$ cat config.mk
export PLATFORM = sky130hd
export DESIGN_NAME = gbus_burst_writer_flat
export DESIGN_NICKNAME = d
export VERILOG_FILES = /design/src/rtl/gbus_burst_writer_if.sv /design/src/rtl/gbus_burst_writer.sv /design/src/flat_wrapper.sv
export SDC_FILE = /design/constraint.sdc
export NUM_CORES = 1
export LEC_CHECK = 0
export CELL_PAD_IN_SITES_DETAIL_PLACEMENT = 2
export CELL_PAD_IN_SITES_GLOBAL_PLACEMENT = 2
export CORE_MARGIN = 10
export CORE_UTILIZATION = 29
export DETAILED_ROUTE_END_ITERATION = 10
export PLACE_DENSITY_LB_ADDON = 0.25
export SETUP_SLACK_MARGIN = 0.4
export SLEW_MARGIN = 30
export SYNTH_ARGS = -nofsm -noshare
export SYNTH_HDL_FRONTEND = slang
export SYNTH_SLANG_ARGS = --single-unit
$ cat constraint.sdc
create_clock -name clk -period 6 [get_ports clk]
set_input_delay 1.8 -clock clk [delete_from_list [all_inputs] [get_ports clk]]
set_output_delay 1.8 -clock clk [all_outputs]
set_load 0.05 [all_outputs]
$ cat src/rtl/gbus_burst_writer_if.sv
// Burst-writer bus bundle: command, payload stream and gbus write port.
// master = controller/gbus side, slave = the writer itself.
interface gbus_burst_writer_if #(
  parameter int GBUS_DATA_WIDTH      = 32,
  parameter int BUS_CMEM_ADDR_WIDTH  = 13,
  parameter int BUS_CORE_ADDR_WIDTH  = 4,
  parameter int HEAD_SRAM_BIAS_WIDTH = 2,
  parameter int LEN_WIDTH            = 14
);
  localparam int GA_W = HEAD_SRAM_BIAS_WIDTH
                      + BUS_CORE_ADDR_WIDTH
                      + BUS_CMEM_ADDR_WIDTH;

  logic                            cmd_vld;
  logic                            cmd_rdy;
  logic [HEAD_SRAM_BIAS_WIDTH-1:0] cmd_head;
  logic [BUS_CORE_ADDR_WIDTH-1:0]  cmd_core;
  logic [BUS_CMEM_ADDR_WIDTH-1:0]  cmd_addr;
  logic [LEN_WIDTH-1:0]            cmd_len;
  logic [GBUS_DATA_WIDTH-1:0]      wr_data;
  logic                            wr_data_vld;
  logic                            wr_data_rdy;
  logic [GA_W-1:0]                 gbus_addr;
  logic                            gbus_wen;
  logic [GBUS_DATA_WIDTH-1:0]      gbus_wdata;

  modport master (
    output cmd_vld, cmd_head, cmd_core,
    output cmd_addr, cmd_len,
    output wr_data, wr_data_vld,
    input  cmd_rdy, wr_data_rdy,
    input  gbus_addr, gbus_wen, gbus_wdata
  );

  modport slave (
    input  cmd_vld, cmd_head, cmd_core,
    input  cmd_addr, cmd_len,
    input  wr_data, wr_data_vld,
    output cmd_rdy, wr_data_rdy,
    output gbus_addr, gbus_wen, gbus_wdata
  );
endinterface

$ cat src/rtl/gbus_burst_writer.sv
// Global-bus burst write initiator: turns one burst command plus a
// valid/ready word stream into consecutive-address gbus writes.
module gbus_burst_writer #(
  parameter int GBUS_DATA_WIDTH      = 32,
  parameter int BUS_CMEM_ADDR_WIDTH  = 13,
  parameter int BUS_CORE_ADDR_WIDTH  = 4,
  parameter int HEAD_SRAM_BIAS_WIDTH = 2,
  parameter int LEN_WIDTH            = 14
) (
  input  logic               clk,
  input  logic               rstn,
  gbus_burst_writer_if.slave bus,
  output logic               busy,
  output logic               done,
  output logic               wrap_err
);
  typedef enum logic [1:0] {
    IDLE,
    RUN,
    DONE
  } state_t;

  state_t state;

  logic [HEAD_SRAM_BIAS_WIDTH-1:0] head_q;
  logic [BUS_CORE_ADDR_WIDTH-1:0]  core_q;
  logic [BUS_CMEM_ADDR_WIDTH-1:0]  addr_q;
  logic [LEN_WIDTH-1:0]            rem_q;

  logic cmd_fire;
  logic wr_fire;
  logic last_word;

  assign cmd_fire  = bus.cmd_vld & bus.cmd_rdy;
  assign wr_fire   = bus.wr_data_vld & bus.wr_data_rdy;
  assign last_word = (rem_q == LEN_WIDTH'(1));

  always_ff @(posedge clk or negedge rstn) begin
    if (!rstn) begin
      state          <= IDLE;
      head_q         <= '0;
      core_q         <= '0;
      addr_q         <= '0;
      rem_q          <= '0;
      bus.cmd_rdy    <= 1'b1;
      bus.wr_data_rdy <= 1'b0;
      bus.gbus_addr  <= '0;
      bus.gbus_wen   <= 1'b0;
      bus.gbus_wdata <= '0;
      busy           <= 1'b0;
      done           <= 1'b0;
      wrap_err       <= 1'b0;
    end else begin
      bus.gbus_wen <= 1'b0;
      unique case (state)
        IDLE: begin
          if (cmd_fire) begin
            head_q      <= bus.cmd_head;
            core_q      <= bus.cmd_core;
            addr_q      <= bus.cmd_addr;
            rem_q       <= bus.cmd_len;
            wrap_err    <= 1'b0;
            busy        <= 1'b1;
            bus.cmd_rdy <= 1'b0;
            if (bus.cmd_len == '0) begin
              state <= DONE;
              done  <= 1'b1;
            end else begin
              state           <= RUN;
              bus.wr_data_rdy <= 1'b1;
            end
          end
        end
        RUN: begin
          if (wr_fire) begin
            bus.gbus_wen   <= 1'b1;
            bus.gbus_addr  <= {head_q, core_q, addr_q};
            bus.gbus_wdata <= bus.wr_data;
            addr_q <= addr_q + BUS_CMEM_ADDR_WIDTH'(1);
            rem_q  <= rem_q - LEN_WIDTH'(1);
            // counter rolls past the top of CMEM with words still to go
            if ((&addr_q) && !last_word)
              wrap_err <= 1'b1;
            if (last_word) begin
              state           <= DONE;
              bus.wr_data_rdy <= 1'b0;
              done            <= 1'b1;
            end
          end
        end
        DONE: begin
          state       <= IDLE;
          done        <= 1'b0;
          busy        <= 1'b0;
          bus.cmd_rdy <= 1'b1;
        end
        default: state <= IDLE;
      endcase
    end
  end
endmodule
$ cat src/flat_wrapper.sv
// flat-port wrapper written by rule: the top's interface ports become plain ports
module gbus_burst_writer_flat 
#(
  parameter int GBUS_DATA_WIDTH      = 32,
  parameter int BUS_CMEM_ADDR_WIDTH  = 13,
  parameter int BUS_CORE_ADDR_WIDTH  = 4,
  parameter int HEAD_SRAM_BIAS_WIDTH = 2,
  parameter int LEN_WIDTH            = 14
)
  (clk, rstn, busy, done, wrap_err, bus_cmd_vld, bus_cmd_head, bus_cmd_core, bus_cmd_addr, bus_cmd_len, bus_wr_data, bus_wr_data_vld, bus_cmd_rdy, bus_wr_data_rdy, bus_gbus_addr, bus_gbus_wen, bus_gbus_wdata);
  gbus_burst_writer_if #(.GBUS_DATA_WIDTH(GBUS_DATA_WIDTH), .BUS_CMEM_ADDR_WIDTH(BUS_CMEM_ADDR_WIDTH), .BUS_CORE_ADDR_WIDTH(BUS_CORE_ADDR_WIDTH), .HEAD_SRAM_BIAS_WIDTH(HEAD_SRAM_BIAS_WIDTH), .LEN_WIDTH(LEN_WIDTH)) bus_i ();
  input  logic clk;
  input  logic rstn;
  output logic busy;
  output logic done;
  output logic wrap_err;
  input wire logic [$bits(bus_i.cmd_vld)-1:0] bus_cmd_vld;
  input wire logic [$bits(bus_i.cmd_head)-1:0] bus_cmd_head;
  input wire logic [$bits(bus_i.cmd_core)-1:0] bus_cmd_core;
  input wire logic [$bits(bus_i.cmd_addr)-1:0] bus_cmd_addr;
  input wire logic [$bits(bus_i.cmd_len)-1:0] bus_cmd_len;
  input wire logic [$bits(bus_i.wr_data)-1:0] bus_wr_data;
  input wire logic [$bits(bus_i.wr_data_vld)-1:0] bus_wr_data_vld;
  output wire logic [$bits(bus_i.cmd_rdy)-1:0] bus_cmd_rdy;
  output wire logic [$bits(bus_i.wr_data_rdy)-1:0] bus_wr_data_rdy;
  output wire logic [$bits(bus_i.gbus_addr)-1:0] bus_gbus_addr;
  output wire logic [$bits(bus_i.gbus_wen)-1:0] bus_gbus_wen;
  output wire logic [$bits(bus_i.gbus_wdata)-1:0] bus_gbus_wdata;
  assign bus_i.cmd_vld = bus_cmd_vld;
  assign bus_i.cmd_head = bus_cmd_head;
  assign bus_i.cmd_core = bus_cmd_core;
  assign bus_i.cmd_addr = bus_cmd_addr;
  assign bus_i.cmd_len = bus_cmd_len;
  assign bus_i.wr_data = bus_wr_data;
  assign bus_i.wr_data_vld = bus_wr_data_vld;
  assign bus_cmd_rdy = bus_i.cmd_rdy;
  assign bus_wr_data_rdy = bus_i.wr_data_rdy;
  assign bus_gbus_addr = bus_i.gbus_addr;
  assign bus_gbus_wen = bus_i.gbus_wen;
  assign bus_gbus_wdata = bus_i.gbus_wdata;
  gbus_burst_writer #(.GBUS_DATA_WIDTH(GBUS_DATA_WIDTH), .BUS_CMEM_ADDR_WIDTH(BUS_CMEM_ADDR_WIDTH), .BUS_CORE_ADDR_WIDTH(BUS_CORE_ADDR_WIDTH), .HEAD_SRAM_BIAS_WIDTH(HEAD_SRAM_BIAS_WIDTH), .LEN_WIDTH(LEN_WIDTH)) u_core (.clk(clk), .rstn(rstn), .bus(bus_i), .busy(busy), .done(done), .wrap_err(wrap_err));
endmodule
==> flow_metrics.py, run 1 <==
metrics = {
    "route": {
        "routed_wl_um": 14890,
        "detail_route.first_pass.iterations": 4,
        "drt-initial-drc-count": 220,
        "drt.antenna.violating_nets": 0,
        "wl_per_cell_um": 19.41,
        "dr_total_vias": 3920,
        "routed_via_density": 5.111,
        "drc": 0,
    },
    "floorplan": {
        "dieArea_sq_um": 19640,
        "top_level_ports": 126,
        "die_y_um": 140.2,
        "initial_core_util_pct": 29.93,
        "core_sq_um": 13990,
        "dieWidth_um": 140.2,
        "fp-row-count": 43,
    },
    "finish": {
        "nNetsFinal": 654,
        "num_antenna_cells": 0,
        "n_fill_cell": 1596,
        "layout-drive-gt1-share_pct": 5.111,
        "layout-area-overhead-vs-synth_pct": 41.00,
    },
    "synth": {
        "yosysTopAreaCellShare_pct": 54.39,
        "synthArstFlopShare_pct": 100.0,
        "yosysMostFrequentCell": "nand2_1",
        "synth_top_area_cell": "dfrtp_1",
        "netlist_area_sq_um": 4187,
        "synth-seq-area-share_pct": 55.02,
        "synth_cell_types": 48,
        "synth_edf_count": 0,
        "syn_nets": 542,
        "yosys_warnings": 0,
        "synth_ff_type": "dfrtp_1",
        "synth_cells": 470,
        "synth_seq_cells": 92,
        "netlist_top_cells_count": "nand2_1, dfrtp_1, a21oi_1",
        "synth.area.top_cells": "dfrtp_1, nand2_1, a21oi_1",
        "syn_avg_cell_area_sq_um": 8.907,
    },
    "timing": {
        "whs_ns": 0.4648,
        "slew_headroom_pct": 51.72,
        "setup_viol": 0,
        "worst_clock_skew_ns": 0.006022,
        "fmax_ghz": 0.2820,
        "slew_violations": 0,
        "rsz0062_at_grt": "no",
        "hold_viol_final": 0,
        "layout_setup_ws_ns": 2.454,
        "finalCriticalPeriod_ns": 3.546,
        "worst_slew_pin_slew_ns": 0.7242,
        "fin_setup_tns_ns": 0,
        "min_period_over_period_pct": 59.10,
    },
    "setup_path": {
        "worstRegToRegCells": 8,
        "critical_path_class": "in2reg",
        "r2r_end": "u_core.addr_q[11]$_DFFE_PN0P_",
        "r2r_start": "u_core.state[0]$_DFFE_PN0P_",
        "startpoint_type": "input port",
        "cp.required_ns": 6.21,
        "reg2reg_slack_ns": 3.39,
        "critPathCaptureType": "flip-flop",
        "path_cells": "clkdlybuf4s50_1 -> and4bb_2 -> or2_2 -> o21ai_0 -> o2bb2ai_1",
        "path_max_fanout": 29,
        "slowest_stage": "or2_2",
        "max_stage_delay_ns": 0.57,
        "arrival_ns": 3.76,
    },
    "global_routing": {
        "grt_max_degree": 56,
        "grt_use_total_pct": 15.23,
        "grt_pass1_wl_um": 24360,
        "grt-ovfl-total": 0,
        "grt_pass1_vias": 4383,
        "antenna_found_initial": 0,
    },
    "clock_network": {
        "clk_path_buf_depth": 2,
        "cts_resized": 0,
        "post_cts.repair.setup_buffers": 0,
        "clkSlewWorstSetupHoldPaths_ns": 0.06,
        "clk_latency_ns": 0.35,
        "cts.sinks": 92,
        "numCtsBuffers": 9,
        "holdBufCountCts": 0,
        "h-tree-depth": 3,
        "cts_root_buf": "clkbuf_16",
        "cts_tree": "done",
    },
    "place": {
        "dp_hpwl_um": 10680,
        "pre_cts_ws_ns": 1.725,
        "port_buffers": 125,
        "gp_congestion": 0.8178,
    },
    "hold_path": {
        "hp-start": "u_core.core_q[2]$_DFFE_PN0P_",
        "hold_end": "u_core.bus.gbus_addr[15]$_DFFE_PN0P_",
        "hold_depth": 2,
        "hold_path.class": "reg2reg",
    },
    "power_and_ir_drop": {
        "total_power_mw": 3.538,
        "leakagePower_nw": 2.600,
        "ir_drop_uv": 204.7,
        "power_density_nw_per_um2": 599.4,
    },
    "status": {
        "outcome": "finished clean",
    },
    "run": {
        "maxCapViolations": 0,
    },
}
-- worst max-delay path by stage --
| stage | from | to | slack, ns | cells after the start |
|---|---|---|---|---|
| 2_1_floorplan | bus_cmd_vld | u_core.core_q[0]$_DFFE_PN0P_ | 3.12 | 3 |
| 3_3_place_gp | bus_cmd_vld | u_core.rem_q[12]$_DFFE_PN0P_ | 1.83 | 5 |
| 3_5_place_dp | bus_cmd_vld | u_core.rem_q[12]$_DFFE_PN0P_ | 1.72 | 5 |
| 4_1_cts | bus_cmd_vld | u_core.rem_q[12]$_DFFE_PN0P_ | 2.09 | 5 |
| 5_1_grt | bus_cmd_vld | u_core.rem_q[12]$_DFFE_PN0P_ | 2.29 | 5 |
| 6_report | bus_cmd_vld | u_core.rem_q[12]$_DFFE_PN0P_ | 2.45 | 5 |
-- registers in the layout, indices dropped and copies added, names as in the netlist, 2 cells and up --
register               flops
u_core.bus.gbus_wdata     32
u_core.core_q              4
u_core.head_q              2
u_core.bus.gbus_addr      19
u_core.addr_q             13
u_core.rem_q              14
u_core.state               2
-- layout by cell type, fill, tap and decap left out, types with 3 or more instances in the layout --
cell type | Yosys | final
o22ai_1 | 5 | 5
o2bb2ai_1 | 3 | 3
or3_1 | 3 | 3
clkdlybuf4s50_1 | 0 | 124
nand2_1 | 174 | 174
or4_1 | 3 | 3
nor2_1 | 13 | 13
nor4_1 | 8 | 8
clkbuf_16 | 0 | 9
a21oi_1 | 29 | 29
nor3_1 | 7 | 7
o32ai_1 | 3 | 3
and3_1 | 4 | 4
buf_4 | 1 | 5
ha_1 | 3 | 3
mux2_1 | 6 | 6
a22oi_1 | 4 | 4
nand4_1 | 6 | 6
a31oi_1 | 5 | 5
inv_1 | 6 | 6
dfrtp_1 | 91 | 91
nand3_1 | 8 | 7
o21ai_1 | 19 | 19
o21ai_0 | 6 | 6
o211ai_1 | 3 | 3
o31ai_1 | 3 | 3
-- report_power, final --
group,total [mW],internal [mW],switching [mW]
sequential,1.15,0.901,0.248
clock,0.628,0.377,0.252
combinational,1.76,0.577,1.18
-- layout make-up --
class                      count  area (sq um)  area share [%]
sequential                    92          2303           39.02
multi-input combinational    343          1743           29.53
timing repair buffer         129          1279           21.66
clock buffer                  10         239.0           4.048
tap                          180         225.2           3.815
clock inverter                 6         87.58           1.484
inverter                       7         26.28          0.4451
-- stage by stage --
stage          util [%]  instance area [sq um]  instances
2_1_floorplan         -                   4187        470
3_3_place_gp      39.85                   5574        751
3_5_place_dp      39.87                   5577        751
4_1_cts           42.20                   5903        767
5_1_grt           42.20                   5903        767
6_report          42.20                   5903        767
-- logic make-up after synthesis --
family          after synthesis  synth area share [%]
flops                        92                 55.02
buf+inv                      35                 3.586
simple gates                242                 25.16
compound gates               91                 13.48
mux                           7                 1.853
fa+ha+maj                     3                0.8967
-- critical path, delay by kind of cell --
kind / cells / cell delay [ns]
buffers and inverters: 1 / 0.51
AOI/OAI and AO/OA: 2 / 0.34
and+or+nand+nor: 2 / 1.10
-- routing by layer --
| layer | track usage (%) | up-vias | part of all wire [%] |
|---|---|---|---|
| met5 | 0 | - | 0 |
| met4 | 5.109 | 0 | 1.4 |
| met2 | 24.80 | 102 | 48 |
| met3 | 2.874 | 14 | 4.4 |
| met1 | 19.76 | 1972 | 46 |
| li1 | - | 1832 | - |
(Power assumes the default switching activity.)
==> run 2: changes to the inputs <==
- CORE_UTILIZATION: 29 -> 25
- clock period: 6 -> 2.9 ns (I/O delays scaled with it)
==> run 2 against run 1 <==
Net effect:
- wire length is 4.9% higher
- final cell count rose by 6.3%
- utilization decreased by 6.1 points
- register-to-register slack lost 2.7 ns
- clock-buffer cell count is the same
- total power up 100%
- combinational power increased by 110%
- critical path type is now reg2out
- critical endpoint is now done
- largest cell class unchanged
- largest power group unchanged
==> flow_metrics.py, run 2 (synthesized netlist as in run 1, its figures left out) <==
metrics = {
    "status": {
        "outcome": "finished clean",
    },
    "floorplan": {
        "fp-row-count": 47,
        "core_sq_um": 16520,
        "initial_core_util_pct": 25.34,
        "dieArea_sq_um": 22320,
        "die_y_um": 149.4,
        "dieWidth_um": 149.4,
        "top_level_ports": 126,
    },
    "finish": {
        "fin_area_sq_um": 5966,
        "largest_registers": "u_core.bus.gbus_wdata x32, u_core.bus.gbus_addr x19, u_core.rem_q x14",
        "layout-drive-gt1-share_pct": 5.882,
        "largest_reg_flops": 32,
        "n_fill_cell": 1820,
        "multi_input_area_sq_um": 1740,
        "seq_area_sq_um": 2303,
        "final_common_cell": "nand2_1",
        "layout_common_cells": "nand2_1, clkdlybuf4s50_1, dfrtp_1",
        "nNetsFinal": 662,
        "top_register": "u_core.bus.gbus_wdata",
        "num_antenna_cells": 0,
        "layout-area-overhead-vs-synth_pct": 42.50,
        "fin_util_pct": 36.10,
    },
    "timing": {
        "slew_headroom_pct": 50.79,
        "min_period_over_period_pct": 84.07,
        "worst_clock_skew_ns": 0.008624,
        "fin_setup_tns_ns": 0,
        "slew_violations": 0,
        "fmax_ghz": 0.4101,
        "rsz0062_at_grt": "no",
        "hold_viol_final": 0,
        "worst_slew_pin_slew_ns": 0.7314,
        "setup_viol": 0,
        "finalCriticalPeriod_ns": 2.438,
    },
    "setup_path": {
        "startpoint_type": "flip-flop",
        "critPathCaptureType": "primary output",
        "path_max_fanout": 2,
        "critPathTopFamily": "buffers and inverters",
        "slowest_stage": "clkdlybuf4s50_1",
        "path_buf_inv": 1,
        "critical_path_class": "reg2out",
        "path_cells": "clkdlybuf4s50_1",
        "max_stage_delay_ns": 0.82,
        "arrival_ns": 1.57,
        "cp.required_ns": 2.03,
    },
    "clock_network": {
        "numCtsBuffers": 9,
        "cts_tree": "done",
        "clk_path_buf_depth": 2,
        "clkSlewWorstSetupHoldPaths_ns": 0.07,
        "cts.sinks": 92,
        "clk_latency_ns": 0.35,
        "holdBufCountCts": 0,
        "cts_root_buf": "clkbuf_16",
        "h-tree-depth": 3,
        "post_cts.repair.setup_buffers": 0,
        "cts_resized": 1,
    },
    "global_routing": {
        "grt-ovfl-total": 0,
        "grt-busiest-layer": "met2",
        "grt_use_met3_pct": 3.034,
        "grt_max_degree": 54,
        "grt_pass1_vias": 4401,
        "grtUsageMet2_pct": 23.65,
        "grt_pass1_wl_um": 24850,
        "grt_use_total_pct": 14.01,
        "grtUsageMet1_pct": 17.19,
        "antenna_found_initial": 0,
    },
    "hold_path": {
        "hold_path.class": "in2async",
    },
    "route": {
        "routed_wl_um": 15620,
        "drt.antenna.violating_nets": 0,
        "wl_per_cell_um": 19.16,
        "drt-initial-drc-count": 183,
        "routed_via_density": 4.863,
        "detail_route.first_pass.iterations": 4,
        "dr_total_vias": 3963,
        "drc": 0,
    },
    "place": {
        "post_dp_cell_area_sq_um": 5684,
        "gp_congestion": 0.7769,
        "port_buffers": 125,
        "dp_hpwl_um": 11550,
    },
    "run": {
        "maxCapViolations": 0,
    },
    "power_and_ir_drop": {
        "leakagePower_nw": 2.642,
        "power_density_nw_per_um2": 1207,
        "ir_drop_uv": 395.9,
    },
}
## run 2: final timing paths
| check | from | end | slack, ns | cells past startpoint |
|---|---|---|---|---|
| max | u_core.done$_DFFE_PN0P_ | done | 0.46 | 1 |
| min | rstn | u_core.bus.gbus_wdata[1]$_DFFE_PN0P_ | 0.48 | 1 |
| max reg2reg | u_core.rem_q[0]$_DFFE_PN0P_ | u_core.rem_q[10]$_DFFE_PN0P_ | 0.70 | 6 |
| min reg2reg | u_core.bus.gbus_wdata[25]$_DFFE_PN0P_ | u_core.bus.gbus_wdata[25]$_DFFE_PN0P_ | 0.48 | 2 |
| max in group asynchronous | rstn | u_core.bus.gbus_wdata[22]$_DFFE_PN0P_ | 1.73 | 2 |
| min in group clk | u_core.bus.gbus_wdata[25]$_DFFE_PN0P_ | u_core.bus.gbus_wdata[25]$_DFFE_PN0P_ | 0.48 | 2 |
## run 2: power breakdown
group	total, mW	leakage (nW)	internal (mW)	switching, mW
registers	2.36	1.13	1.86	0.496
logic	3.71	1.37	1.22	2.49
clock network	1.13	0.137	0.590	0.540
total	7.20	2.64	3.67	3.53
## run 2: cell type report
| class | instances | share of cell area [%] |
|---|---|---|
| flip-flops and latches | 92 | 38.61 |
| multi-input cells | 343 | 29.17 |
| repair buffers | 137 | 22.50 |
| well taps | 220 | 4.614 |
| clock buffers | 10 | 3.838 |
| clock inverters | 6 | 0.8180 |
| inverters | 7 | 0.4404 |
## run 2: per-stage QoR
stage | hold slack [ns] | total power, mW | setup slack, ns | cells
after floorplan | 0.4315 | 4.714 | 0.9118 | 470
after detailed placement | 0.4650 | 6.147 | 0.3345 | 799
after global placement | 0.4496 | 5.976 | 0.4135 | 799
final | 0.4751 | 7.198 | 0.4619 | 815
after global routing | 0.5000 | 7.699 | 0.4272 | 815
after CTS | 0.4748 | 7.321 | 0.4009 | 815
## run 2: layer usage
metal	wire, um	vias up
met5	0	-
met4	238	0
met3	896	13
met2	7767	108
met1	6713	1997
li1	-	1845
==> run 3: changes to the inputs <==
- CORE_UTILIZATION: 25 -> 27
- clock period: 2.9 -> 2.47 ns (I/O delays scaled with it)
==> run 3 against run 2 <==
Net effect:
- clock power is 22% higher
- first-iteration DRC count shrank 38%
- sequential power is 17% higher
- non-clock buffer count increased by 4
- largest cell class unchanged
- sequential cell count unchanged
- via count increased by 0.13%
- sequential share of layout area barely moved
==> flow_metrics.py, run 3 (synthesized netlist as in run 1, its figures left out) <==
metrics = {
    "route": {
        "wl_per_cell_um": 19.03,
        "drt-initial-drc-count": 113,
        "routed_via_density": 5.055,
        "dr_total_vias": 3968,
        "detail_route.first_pass.iterations": 4,
        "drc": 0,
        "routed_wl_um": 14940,
        "drt.antenna.violating_nets": 0,
    },
    "power_and_ir_drop": {
        "ir_drop_uv": 367.1,
        "power_density_nw_per_um2": 1397,
        "leakagePower_nw": 2.795,
    },
    "clock_network": {
        "cts_root_buf": "clkbuf_16",
        "holdBufCountCts": 0,
        "h-tree-depth": 3,
        "clk_latency_ns": 0.35,
        "clk_path_buf_depth": 2,
        "cts_tree": "done",
        "clkSlewWorstSetupHoldPaths_ns": 0.06,
        "cts.sinks": 92,
        "numCtsBuffers": 9,
    },
    "place": {
        "dp_hpwl_um": 11110,
        "gp_congestion": 0.8321,
        "port_buffers": 125,
    },
    "finish": {
        "nNetsFinal": 666,
        "largest_registers": "u_core.bus.gbus_wdata x32, u_core.bus.gbus_addr x19, u_core.rem_q x14",
        "final_common_cell": "nand2_1",
        "layout_common_cells": "nand2_1, dfrtp_1, clkdlybuf4s50_1",
        "num_antenna_cells": 0,
        "layout-drive-gt1-share_pct": 7.873,
        "largest_reg_flops": 32,
        "top_register": "u_core.bus.gbus_wdata",
        "layout-area-overhead-vs-synth_pct": 42.47,
    },
    "timing": {
        "whs_ns": 0.3843,
        "setup_viol": 0,
        "finalCriticalPeriod_ns": 2.014,
        "fmax_ghz": 0.4964,
        "slew_headroom_pct": 60.92,
        "fin_setup_tns_ns": 0,
        "worst_slew_pin_slew_ns": 0.5862,
        "hold_viol_final": 0,
        "slew_violations": 0,
        "worst_clock_skew_ns": 0.006467,
        "min_period_over_period_pct": 81.55,
        "rsz0062_at_grt": "yes",
    },
    "setup_path": {
        "crit_cells": 1,
        "max_stage_delay_ns": 0.57,
        "arrival_ns": 1.27,
        "path_cells": "dlygate4sd2_1",
        "cp.required_ns": 1.73,
        "startpoint_type": "flip-flop",
        "path_buf_inv": 1,
        "critPathCaptureType": "primary output",
        "worstRegToRegCells": 4,
        "slowest_stage": "dlygate4sd2_1",
        "critical_path_class": "reg2out",
        "path_max_fanout": 2,
        "critPathTopFamily": "buffers and inverters",
    },
    "floorplan": {
        "core_sq_um": 15200,
        "fp-row-count": 45,
        "dieWidth_um": 144.5,
        "die_y_um": 144.5,
        "dieArea_sq_um": 20890,
        "initial_core_util_pct": 27.54,
        "top_level_ports": 126,
    },
    "status": {
        "outcome": "finished clean",
    },
    "global_routing": {
        "grt-ovfl-total": 0,
        "grt_pass1_wl_um": 23570,
        "grt_pass1_vias": 4316,
        "grt_use_total_pct": 14.34,
        "grt_max_degree": 54,
        "antenna_found_initial": 0,
    },
    "run": {
        "maxCapViolations": 0,
    },
    "hold_path": {
        "hold_path.class": "in2async",
    },
}
## run 3: area by class of cell
| class | instances | area, sq um |
|---|---|---|
| timing repair buffer | 141 | 1333 |
| inverter | 7 | 26.28 |
| clock buffer | 10 | 229.0 |
| multi-input combinational | 343 | 1787 |
| sequential | 92 | 2303 |
| clock inverter | 4 | 51.30 |
| fill | 1683 | 9238 |
| tap | 188 | 235.2 |
## run 3: stage by stage
stage | setup slack, ns | util, % | total power, mW | cell area [sq um] | cells
2_1_floorplan | 0.4818 | - | 5.534 | 4187 | 470
5_1_grt | 0.3873 | 39.23 | 8.928 | 5964 | 785
3_3_place_gp | 0.1956 | 37.46 | 7.009 | 5694 | 769
4_1_cts | 0.3899 | 38.92 | 8.382 | 5917 | 784
3_5_place_dp | 0.1385 | 37.46 | 7.228 | 5694 | 769
6_report | 0.4557 | 39.23 | 8.334 | 5964 | 785
## run 3: timing repair
action | CTS | global route
gates cloned | 0 | 0
buffers inserted | 1 | 1
endpoints found under the setup margin | 59 | 8
pin swaps | 1 | 2
gates resized for setup | 58 | 12
## run 3: final timing paths
path,endpoint,startpoint,slack [ns]
max,bus_gbus_addr[7],u_core.bus.gbus_addr[7]$_DFFE_PN0P_,0.46
min,u_core.bus.gbus_wdata[2]$_DFFE_PN0P_,rstn,0.38
max reg2reg,u_core.rem_q[10]$_DFFE_PN0P_,u_core.rem_q[4]$_DFFE_PN0P_,0.46
min reg2reg,u_core.bus.gbus_addr[16]$_DFFE_PN0P_,u_core.core_q[3]$_DFFE_PN0P_,0.47
max in group asynchronous,u_core.bus.cmd_rdy$_DFFE_PN1P_,rstn,1.45
min in group clk,u_core.bus.gbus_addr[16]$_DFFE_PN0P_,u_core.core_q[3]$_DFFE_PN0P_,0.47
## run 3: power breakdown
part,switching [mW],internal (mW),leakage (nW)
clock,0.601,0.776,0.135
sequential,0.578,2.19,1.13
combinational,2.95,1.24,1.53
## run 3: per-layer routing
metal / part of all wire, % / GRT usage, %
met2: 49 / 24.35
met1: 44 / 17.05
met4: 1.1 / 3.723
met5: 0 / 0
met3: 6.8 / 4.657
